===== config.mk =====
export PLATFORM = sky130hd
export DESIGN_NAME = multicycle_control_unit
export DESIGN_NICKNAME = d
export VERILOG_FILES = /design/src/rtl/multicycle_control_unit.sv
export SDC_FILE = /design/constraint.sdc
export NUM_CORES = 1
export LEC_CHECK = 0
export BUFFER_PORTS_ARGS = -buffer_cell sky130_fd_sc_hd__buf_4
export CORE_MARGIN = 3
export CORE_UTILIZATION = 56
export DETAILED_ROUTE_END_ITERATION = 8
export PLACE_DENSITY = 0.86
export SLEW_MARGIN = 20
export SYNTH_ARGS = -nofsm -noshare
export SYNTH_HDL_FRONTEND = slang
export SYNTH_SLANG_ARGS = --single-unit

===== constraint.sdc =====
create_clock -name clk -period 4 [get_ports clk]
set_input_delay 0.2 -clock clk [delete_from_list [all_inputs] [get_ports clk]]
set_output_delay 0.2 -clock clk [all_outputs]
set_load 0.03 [all_outputs]

===== src/rtl/multicycle_control_unit.sv =====
// Multicycle LEGv8 control unit: FETCH/DECODE/EXEC/MEM/WB sequencer with RAM-wait watchdog and sticky FAULT.
// 3-5 cycles per instruction plus RAM wait; FETCH/MEM stall on mem_ready, outputs are zero while in reset.
module multicycle_control_unit #(
    parameter int MEM_TIMEOUT = 16,
    parameter int CONST_W     = 26,
    parameter int FS_W        = 5
) (
    input  logic               clk,
    input  logic               rst_n,
    input  logic [31:0]        inst,
    input  logic [3:0]         status,
    input  logic               alu_z,
    input  logic               mem_ready,
    output logic [4:0]         DA,
    output logic [4:0]         AA,
    output logic [4:0]         BA,
    output logic [CONST_W-1:0] Const,
    output logic [FS_W-1:0]    FS,
    output logic [1:0]         PC_SEL,
    output logic               WR,
    output logic               WRR,
    output logic               RR,
    output logic               RCS,
    output logic               EN_ALU,
    output logic               EN_B,
    output logic               EN_K,
    output logic               EN_ADDR_ALU,
    output logic               EN_ADDR_PC,
    output logic               IL,
    output logic               Cin,
    output logic               SFL,
    output logic [2:0]         state,
    output logic               fault
);
    localparam int CNT_W = $clog2(MEM_TIMEOUT + 1);
    localparam logic [4:0] F_ADD = 5'b01000;

    typedef enum logic [2:0] {
        S_FETCH = 3'd0, S_DECODE = 3'd1, S_EXEC = 3'd2, S_MEM = 3'd3, S_WB = 3'd4, S_FAULT = 3'd7
    } st_t;

    typedef enum logic [4:0] {
        OP_BAD, OP_ADD, OP_ADDS, OP_SUB, OP_SUBS, OP_AND, OP_ORR, OP_EOR, OP_LSL, OP_LSR,
        OP_ADDI, OP_SUBI, OP_LDUR, OP_STUR, OP_B, OP_BL, OP_CBZ, OP_CBNZ, OP_BCOND, OP_BR
    } op_t;

    st_t              cur_st, nxt_st;
    op_t              op_q, dec_op;
    logic [25:0]      ir_q;
    logic             run_q;
    logic [CNT_W-1:0] cnt_q, cnt_d;
    logic             timed_out;
    logic             cond_taken;
    logic             unused_carry;

    function automatic op_t decode(input logic [10:0] o);
        op_t r;
        casez (o)
            11'b10001011000: r = OP_ADD;
            11'b10101011000: r = OP_ADDS;
            11'b11001011000: r = OP_SUB;
            11'b11101011000: r = OP_SUBS;
            11'b10001010000: r = OP_AND;
            11'b10101010000: r = OP_ORR;
            11'b11001010000: r = OP_EOR;
            11'b11010011011: r = OP_LSL;
            11'b11010011010: r = OP_LSR;
            11'b1001000100?: r = OP_ADDI;
            11'b1101000100?: r = OP_SUBI;
            11'b11111000010: r = OP_LDUR;
            11'b11111000000: r = OP_STUR;
            11'b000101?????: r = OP_B;
            11'b100101?????: r = OP_BL;
            11'b10110100???: r = OP_CBZ;
            11'b10110101???: r = OP_CBNZ;
            11'b01010100???: r = OP_BCOND;
            11'b11010110000: r = OP_BR;
            default:         r = OP_BAD;
        endcase
        return r;
    endfunction

    function automatic logic [4:0] fs_code(input op_t op);
        logic [4:0] f;
        case (op)
            OP_SUB, OP_SUBS, OP_SUBI: f = 5'b01001;
            OP_AND:                   f = 5'b00000;
            OP_ORR:                   f = 5'b00100;
            OP_EOR:                   f = 5'b01100;
            OP_LSL:                   f = 5'b10000;
            OP_LSR:                   f = 5'b10100;
            default:                  f = F_ADD;
        endcase
        return f;
    endfunction

    assign dec_op    = decode(inst[31:21]);
    assign timed_out = (cnt_q == CNT_W'(MEM_TIMEOUT));
    assign state     = cur_st;
    // Carry is not consulted by any supported condition code.
    assign unused_carry = status[1];

    always_comb begin
        case (ir_q[3:0])
            4'b0000: cond_taken = status[2];
            4'b0001: cond_taken = !status[2];
            4'b1010: cond_taken = (status[3] == status[0]);
            4'b1011: cond_taken = (status[3] != status[0]);
            4'b1100: cond_taken = !status[2] && (status[3] == status[0]);
            4'b1101: cond_taken = status[2] || (status[3] != status[0]);
            4'b1110: cond_taken = 1'b1;
            default: cond_taken = 1'b0;
        endcase
    end

    always_ff @(posedge clk or negedge rst_n) begin
        if (!rst_n) begin
            cur_st <= S_FETCH;
            op_q   <= OP_BAD;
            ir_q   <= '0;
            run_q  <= 1'b0;
            cnt_q  <= '0;
        end else begin
            run_q  <= 1'b1;
            cur_st <= nxt_st;
            cnt_q  <= cnt_d;
            if (cur_st == S_DECODE) begin
                op_q <= dec_op;
                ir_q <= inst[25:0];
            end
        end
    end

    always_comb begin
        nxt_st = cur_st;
        cnt_d  = '0;
        DA = '0; AA = '0; BA = '0; Const = '0; FS = '0; PC_SEL = 2'b00;
        WR = 1'b0; WRR = 1'b0; RR = 1'b0; RCS = 1'b0; EN_ALU = 1'b0; EN_B = 1'b0;
        EN_K = 1'b0; EN_ADDR_ALU = 1'b0; EN_ADDR_PC = 1'b0; IL = 1'b0; Cin = 1'b0; SFL = 1'b0;
        fault = 1'b0;
        case (cur_st)
            S_FETCH: if (run_q) begin
                if (timed_out) begin
                    nxt_st = S_FAULT;
                end else begin
                    EN_ADDR_PC = 1'b1; RCS = 1'b1; RR = 1'b1;
                    if (mem_ready) begin
                        IL     = 1'b1;
                        nxt_st = S_DECODE;
                    end else begin
                        cnt_d = cnt_q + 1'b1;
                    end
                end
            end
            S_DECODE: nxt_st = (dec_op == OP_BAD) ? S_FAULT : S_EXEC;
            S_EXEC: begin
                nxt_st = S_FETCH;
                case (op_q)
                    OP_ADD, OP_ADDS, OP_SUB, OP_SUBS, OP_AND, OP_ORR, OP_EOR, OP_LSL, OP_LSR,
                    OP_ADDI, OP_SUBI: begin
                        DA = ir_q[4:0]; AA = ir_q[9:5];
                        FS = FS_W'(fs_code(op_q));
                        EN_ALU = 1'b1; WR = 1'b1; PC_SEL = 2'b01;
                        Cin = op_q inside {OP_SUB, OP_SUBS, OP_SUBI};
                        SFL = op_q inside {OP_ADDS, OP_SUBS};
                        if (op_q inside {OP_ADDI, OP_SUBI}) begin
                            EN_K  = 1'b1;
                            Const = CONST_W'(ir_q[21:10]);
                        end else begin
                            BA = ir_q[20:16];
                        end
                    end
                    OP_LDUR, OP_STUR: nxt_st = S_MEM;
                    OP_B: begin
                        PC_SEL = 2'b10; Const = CONST_W'(ir_q[25:0]);
                    end
                    OP_BL: begin
                        PC_SEL = 2'b10; Const = CONST_W'(ir_q[25:0]);
                        WR = 1'b1; DA = 5'd30; EN_ADDR_PC = 1'b1;
                    end
                    OP_BR: begin
                        PC_SEL = 2'b11; AA = ir_q[9:5];
                    end
                    // Register is tested by adding a zero constant; only PC_SEL follows alu_z.
                    OP_CBZ, OP_CBNZ: begin
                        AA = ir_q[4:0]; FS = FS_W'(F_ADD); EN_K = 1'b1;
                        PC_SEL = ((op_q == OP_CBZ) == alu_z) ? 2'b10 : 2'b01;
                    end
                    OP_BCOND: begin
                        Const  = CONST_W'(ir_q[23:5]);
                        PC_SEL = cond_taken ? 2'b10 : 2'b01;
                    end
                    default: nxt_st = S_FAULT;
                endcase
            end
            S_MEM: begin
                if (timed_out) begin
                    nxt_st = S_FAULT;
                end else begin
                    RCS = 1'b1; EN_ADDR_ALU = 1'b1; EN_K = 1'b1; FS = FS_W'(F_ADD);
                    AA = ir_q[9:5]; Const = CONST_W'(ir_q[20:12]);
                    if (op_q == OP_STUR) begin
                        WRR = 1'b1; EN_B = 1'b1; BA = ir_q[4:0];
                    end else begin
                        RR = 1'b1;
                    end
                    if (mem_ready) begin
                        if (op_q == OP_STUR) begin
                            PC_SEL = 2'b01;
                            nxt_st = S_FETCH;
                        end else begin
                            nxt_st = S_WB;
                        end
                    end else begin
                        cnt_d = cnt_q + 1'b1;
                    end
                end
            end
            S_WB: begin
                WR = 1'b1; DA = ir_q[4:0]; PC_SEL = 2'b01;
                nxt_st = S_FETCH;
            end
            S_FAULT: fault = 1'b1;
            default: nxt_st = S_FAULT;
        endcase
    end
endmodule


# Word level (Yosys, flattened, before mapping)
# Memory sizes are Yosys's and may differ from the RTL's.
# Index checks and enable logic that the tools add are counted.
[classes]
n_addsub = 1
multipliers = 0
div_mod_pow = 0
magnitude_cmp = 0
n_eq_ne = 56
shifts = 0
mux = 68
n_bitwise = 1
reduce_logical = 17
[op_table]
columns = ["operator", "n"]
rows = [
  ["$eq 11x11->1 const B", 12],
  ["$pmux 5 s19", 1],
  ["$pmux 5 s2", 8],
  ["$pmux 26 s3", 1],
  ["$pmux 26 s2", 1],
  ["$mux 5", 9],
  ["$eq 5x4->1 const B", 8],
  ["$eq 5x5->1 const B", 5],
  ["$mux 1", 25],
  ["$reduce_or 12->1", 2],
  ["$mux 3", 7],
  ["$eq 10x10->1 const B", 2],
  ["$eq 4x4->1 const B", 5],
  ["$eq 5x3->1 const B", 4],
  ["$pmux 3 s6", 1],
  ["$reduce_or 17->1", 1],
  ["$eq 8x8->1 const B", 2],
  ["$mux 12", 1],
  ["$pmux 1 s2", 6],
  ["$reduce_or 11->1", 1],
  ["$eq 5x2->1 const B", 2],
  ["$pmux 2 s5", 1],
  ["$mux 9", 1],
  ["$eq 8x7->1 const B", 1],
  ["28 further kinds", 36],
]
[word_totals]
register_bits = 40
latchBits = 0
ramBits = 0
romBits = 64
output_inout_bits = 64
memories = 1
[mem_list]
columns = ["name", "depth", "width", "rd", "rd_ports_with_merged_regs", "write_ports", "line", "text"]
rows = [
  ["(name not given)", 16, 4, 1, 0, 0, "85", "case (op)"],
]

# Longest topological paths before layout
[depth]
ltp_word = 6
depth_mapped = 9

# Least setup slack after synthesis
# OpenSTA, ideal clock, no wires.
[synth_timing]
kind = "reg-to-output"
start = "register op_q[1]"
end = "output FS[4]"
arrival_ps = 2431
t_required_ps = 3800
path_slack_ps = 1369
stages_incl_launch_ff = 9
path_cell_list = "dfrtp_1 inv_1 ha_1 buf_6 o21ai_0 a22o_1 or3_1 clkbuf_2 nor4_1"
[synth_via]
elab_chain_len = 4
[synth_lines]
columns = ["element", "line", "text"]
rows = [
  ["from (decl)", "48", "op_t op_q, dec_op;"],
  ["from (signal assigned)", "128", "op_q <= dec_op;"],
  ["$mem_v2 16x4 (tied with other cells)", "n/a", ""],
  ["$mux 5 (tied with other cells)", "85", ""],
  ["$pmux 5 s2 *", "158", "case (op_q)"],
  ["$pmux 5 s2 *", "141", "case (cur_st)"],
  ["to (decl)", "18", "output logic [FS_W-1:0] FS,"],
]
# Mark *: on every way between the ends. The rest lies on a longest branch, timed or not.

# Final worst setup path
[layout_timing]
start = "register op_q[1]"
end = "output AA[4]"
[layout_via]
elab_chain_len = 4
[layout_lines]
columns = ["element", "line", "text"]
rows = [
  ["$eq 5x2->1 (tied with other cells)", "158", ""],
  ["$reduce_or 12->1 (no source line) or $reduce_or 2->1 (tied branches)", "n/a", ""],
  ["$pmux 5 s2 *", "158", ""],
  ["$pmux 5 s2 *", "141", ""],
  ["to (decl)", "15", "output logic [4:0] AA,"],
]
# Marked as above.

==> results.md <==
* Post-cts resize count at 0
* Post-CTS setup buffers at 0
* Hold Path Class: primary input to flop
* Fillcell total at 450
* Final setup margin at 990.3 ps
* Fmax at 332.3 MHz
* Post-synth cell types at 69
* Post-synthesis register bit count at 40
* Final hold slack at 77.84 ps
* CTS buffer count at 5
* Largest net degree at the start of global routing at 41
* Clk_lat worst skew at 310 ps
* Int Power at 0.7527 mW
* Global Route met3 Usage at 6.250%
* First-pass GRT wire length at 16550 um
* Area of the mapped netlist at 3314 um^2
* Required time of the critical path at 3800 ps
* Worst Path Max Fanout at 10
* Root buffer cell: clkbuf_8
* Fraction of registers with async set/reset at 100.0%
* Max-slew headroom at 41.89%
* Routed vias at 3703
* Hpwl dp at 7265 um
* Vias in the first global route at 3387
* H-tree lvl count at 2
* Width of the chip at 82.93 um
* Via density at 6.234
* Sw power at 0.3835 mW
* P_leak at 1.957 nW
* Row cnt at 27
* Die area at 6877 um^2
* Setup TNS at 0 ps
* Period Utilization, post-route at 75.24%
* Tot GR Track Use at 28.45%
* Core ar. at 5608 um^2
* Final nets at 567
* Top cell type's share of synthesized area at 30.20%
* Final hold viol count at 0
* GRT busiest layer: met2
* Pwr Total at 1.136 mW
* Post-route minimum period at 3010 ps
* Final setup violation count at 0
* WL/cell at 16.98 um
* Grt ovf at 0
* Mapped Cells at 441
* Setup slack at placement at 1402 ps
* CP startpoint kind: flop
* Synthesized area per cell at 7.516 um^2
* Final cell count without fillers at 594
* ANT nets after route at 0
* Design area at 4160 um^2
* Max IR drop VDD at 0.1985 mV
* Synth warn at 0
* Status: completed
* Fin. max-slew vios at 0
* Util after Layout at 74.19%
* Initial antenna violation count at 0
* Clock sinks at 40
* Die Y at 82.93 um
* PortBufs at 101
* Pwr dens at 273.1 nW/um^2
* Count leader, synth: nand2_1
* Post-synth top area cell: dfrtp_1
* Slew @ Worst Pin at 867.0 ps
* Post-Route WL at 10090 um
* Placed insts at 585
* Syn-to-layout area delta at 25.52%
* Comb power frac at 21.3%
* Post-synth top cells: nand2_1 (101), dfrtp_1 (40), nor2_1 (39)
* Reg power frac at 48.1%
* Clock network power share at 30.6%
* Layout cell share with drive strength beyond 1 at 24.52%
* Worst setup path class: flop to output pin
* Initial Utilization at 59.10%
* GPL Wtd Cong at 0.9120
* CP arrival at 2810 ps
* M2 GR Usage at 45.26%
* Drc violations at 0
* RSZ-0062 raised after global routing: false
* Initial drt markers at 478
* Ports at 104
* Switch share at 33.75%
* Worst-case clock buffer depth at 2
* Met1 usage at 38.38%
* CP endpoint kind: output pin
* Post-Syn Nets at 487
* Ys flop type: dfrtp_1
* EDFF count, synth at 0
* Setup Skew at 9.110 ps
* DR pass1 iterations at 5
* Max-cap violations at 0
* Seq/Total Area, Yosys at 30.20%
* TritonCTS clock tree: built
* Worst-path clk slew at 90 ps
* Top cells by area, synth: dfrtp_1 (30%), nand2_1 (11%), a22o_1 (5.3%), nor2_1 (4.4%), o21ai_0 (3.3%)
* Ant. Diodes at 0
* Area after DPL at 4035 um^2
[cell usage in the layout (no fill, tap or decap), types with 4 or more instances in the layout]
cell type / netlist / routed
buf_4: 3 / 106
nand2_1: 101 / 101
dfrtp_1: 40 / 40
nor2_1: 39 / 39
o21ai_0: 22 / 22
a21oi_1: 21 / 21
a22o_1: 20 / 20
inv_1: 13 / 13
and3_1: 12 / 12
nor3_1: 11 / 11
nor2b_1: 9 / 8
nand3_1: 8 / 8
a22oi_1: 8 / 8
nand2b_1: 6 / 6
a21o_1: 6 / 6
ha_1: 6 / 6
nand3b_1: 5 / 5
nor4_1: 5 / 5
clkbuf_8: 0 / 5
a31oi_1: 4 / 4
[layer usage]
metal  vias to the layer above  wire length [um]
met2                       222              4666
met1                      1733              4229
li1                       1722                 -
met5                         -                 0
met4                         0               229
met3                        26               960
[cells by family (layout without fill, tap and decap cells)]
group                    after synthesis  in the layout  share of synthesized area (%)
AO/OA/AOI/OAI                        116            116                          24.84
XOR/XNOR                               6              6                          1.586
adder cells (fa/ha/maj)                6              6                          2.265
buffers and inverters                 47            128                          6.531
flip-flops                            40             40                          30.20
multiplexers                           3              3                         0.9438
other                                  2              2                         0.2266
AND/OR/NAND/NOR                      221            221                          33.41
[critical path, stage by stage (launching register included)]
cell and delay (ps):
dfrtp_1 450, inv_1 100, ha_1 360, o21ai_0 210
a221o_1 400, a21boi_0 160, o22ai_1 440, a22o_1 220
buf_4 160
[sequential cells by signal, indices dropped and copies added (netlist names)]
name and flops:
run_q 1, op_q 5, state 3, ir_q 26, cnt_q 5
[area by class of cell]
type                            count  area [um^2]  area share [%]
Inverter                           13        48.80           1.173
Clock inverter                      3        46.29           1.113
Sequential cell                    40         1001           24.06
Multi-Input combinational cell    354         2100           50.47
Tap cell                           72        90.09           2.165
Clock buffer                        5        68.82           1.654
Timing Repair Buffer              107        805.8           19.37
[final timing paths]
| check | startpoint | to | slack, ps | cells after the start |
|---|---|---|---|---|
| min reg2reg | ir_q[24]$_DFFE_PN0P_ | ir_q[24]$_DFFE_PN0P_ | 480 | 2 |
| max in group asynchronous | rst_n | ir_q[24]$_DFFE_PN0P_ | 3220 | 2 |
| max | op_q[1]$_DFFE_PN0P_ | AA[4] | 990 | 8 |
| max reg2reg | op_q[1]$_DFFE_PN0P_ | state[0]$_DFFE_PN0P_ | 1760 | 7 |
| min | inst[8] | ir_q[8]$_DFFE_PN0P_ | 80 | 3 |
| min in group asynchronous | rst_n | ir_q[0]$_DFFE_PN0P_ | 420 | 2 |
[power by group through the flow]
stage	clock network [mW]	registers, mW	logic [mW]
floorplan	0	0.503	0.194
global placement	0	0.547	0.228
detailed placement	0	0.548	0.237
CTS	0.350	0.541	0.239
global route	0.370	0.553	0.272
finish	0.348	0.547	0.242
[what timing repair did]
item,CTS,global route
hold buffers,1,0
setup endpoints to repair,0,0
endpoints found under the hold margin,40,0
No activity file was read; power rests on OpenSTA's default activity.
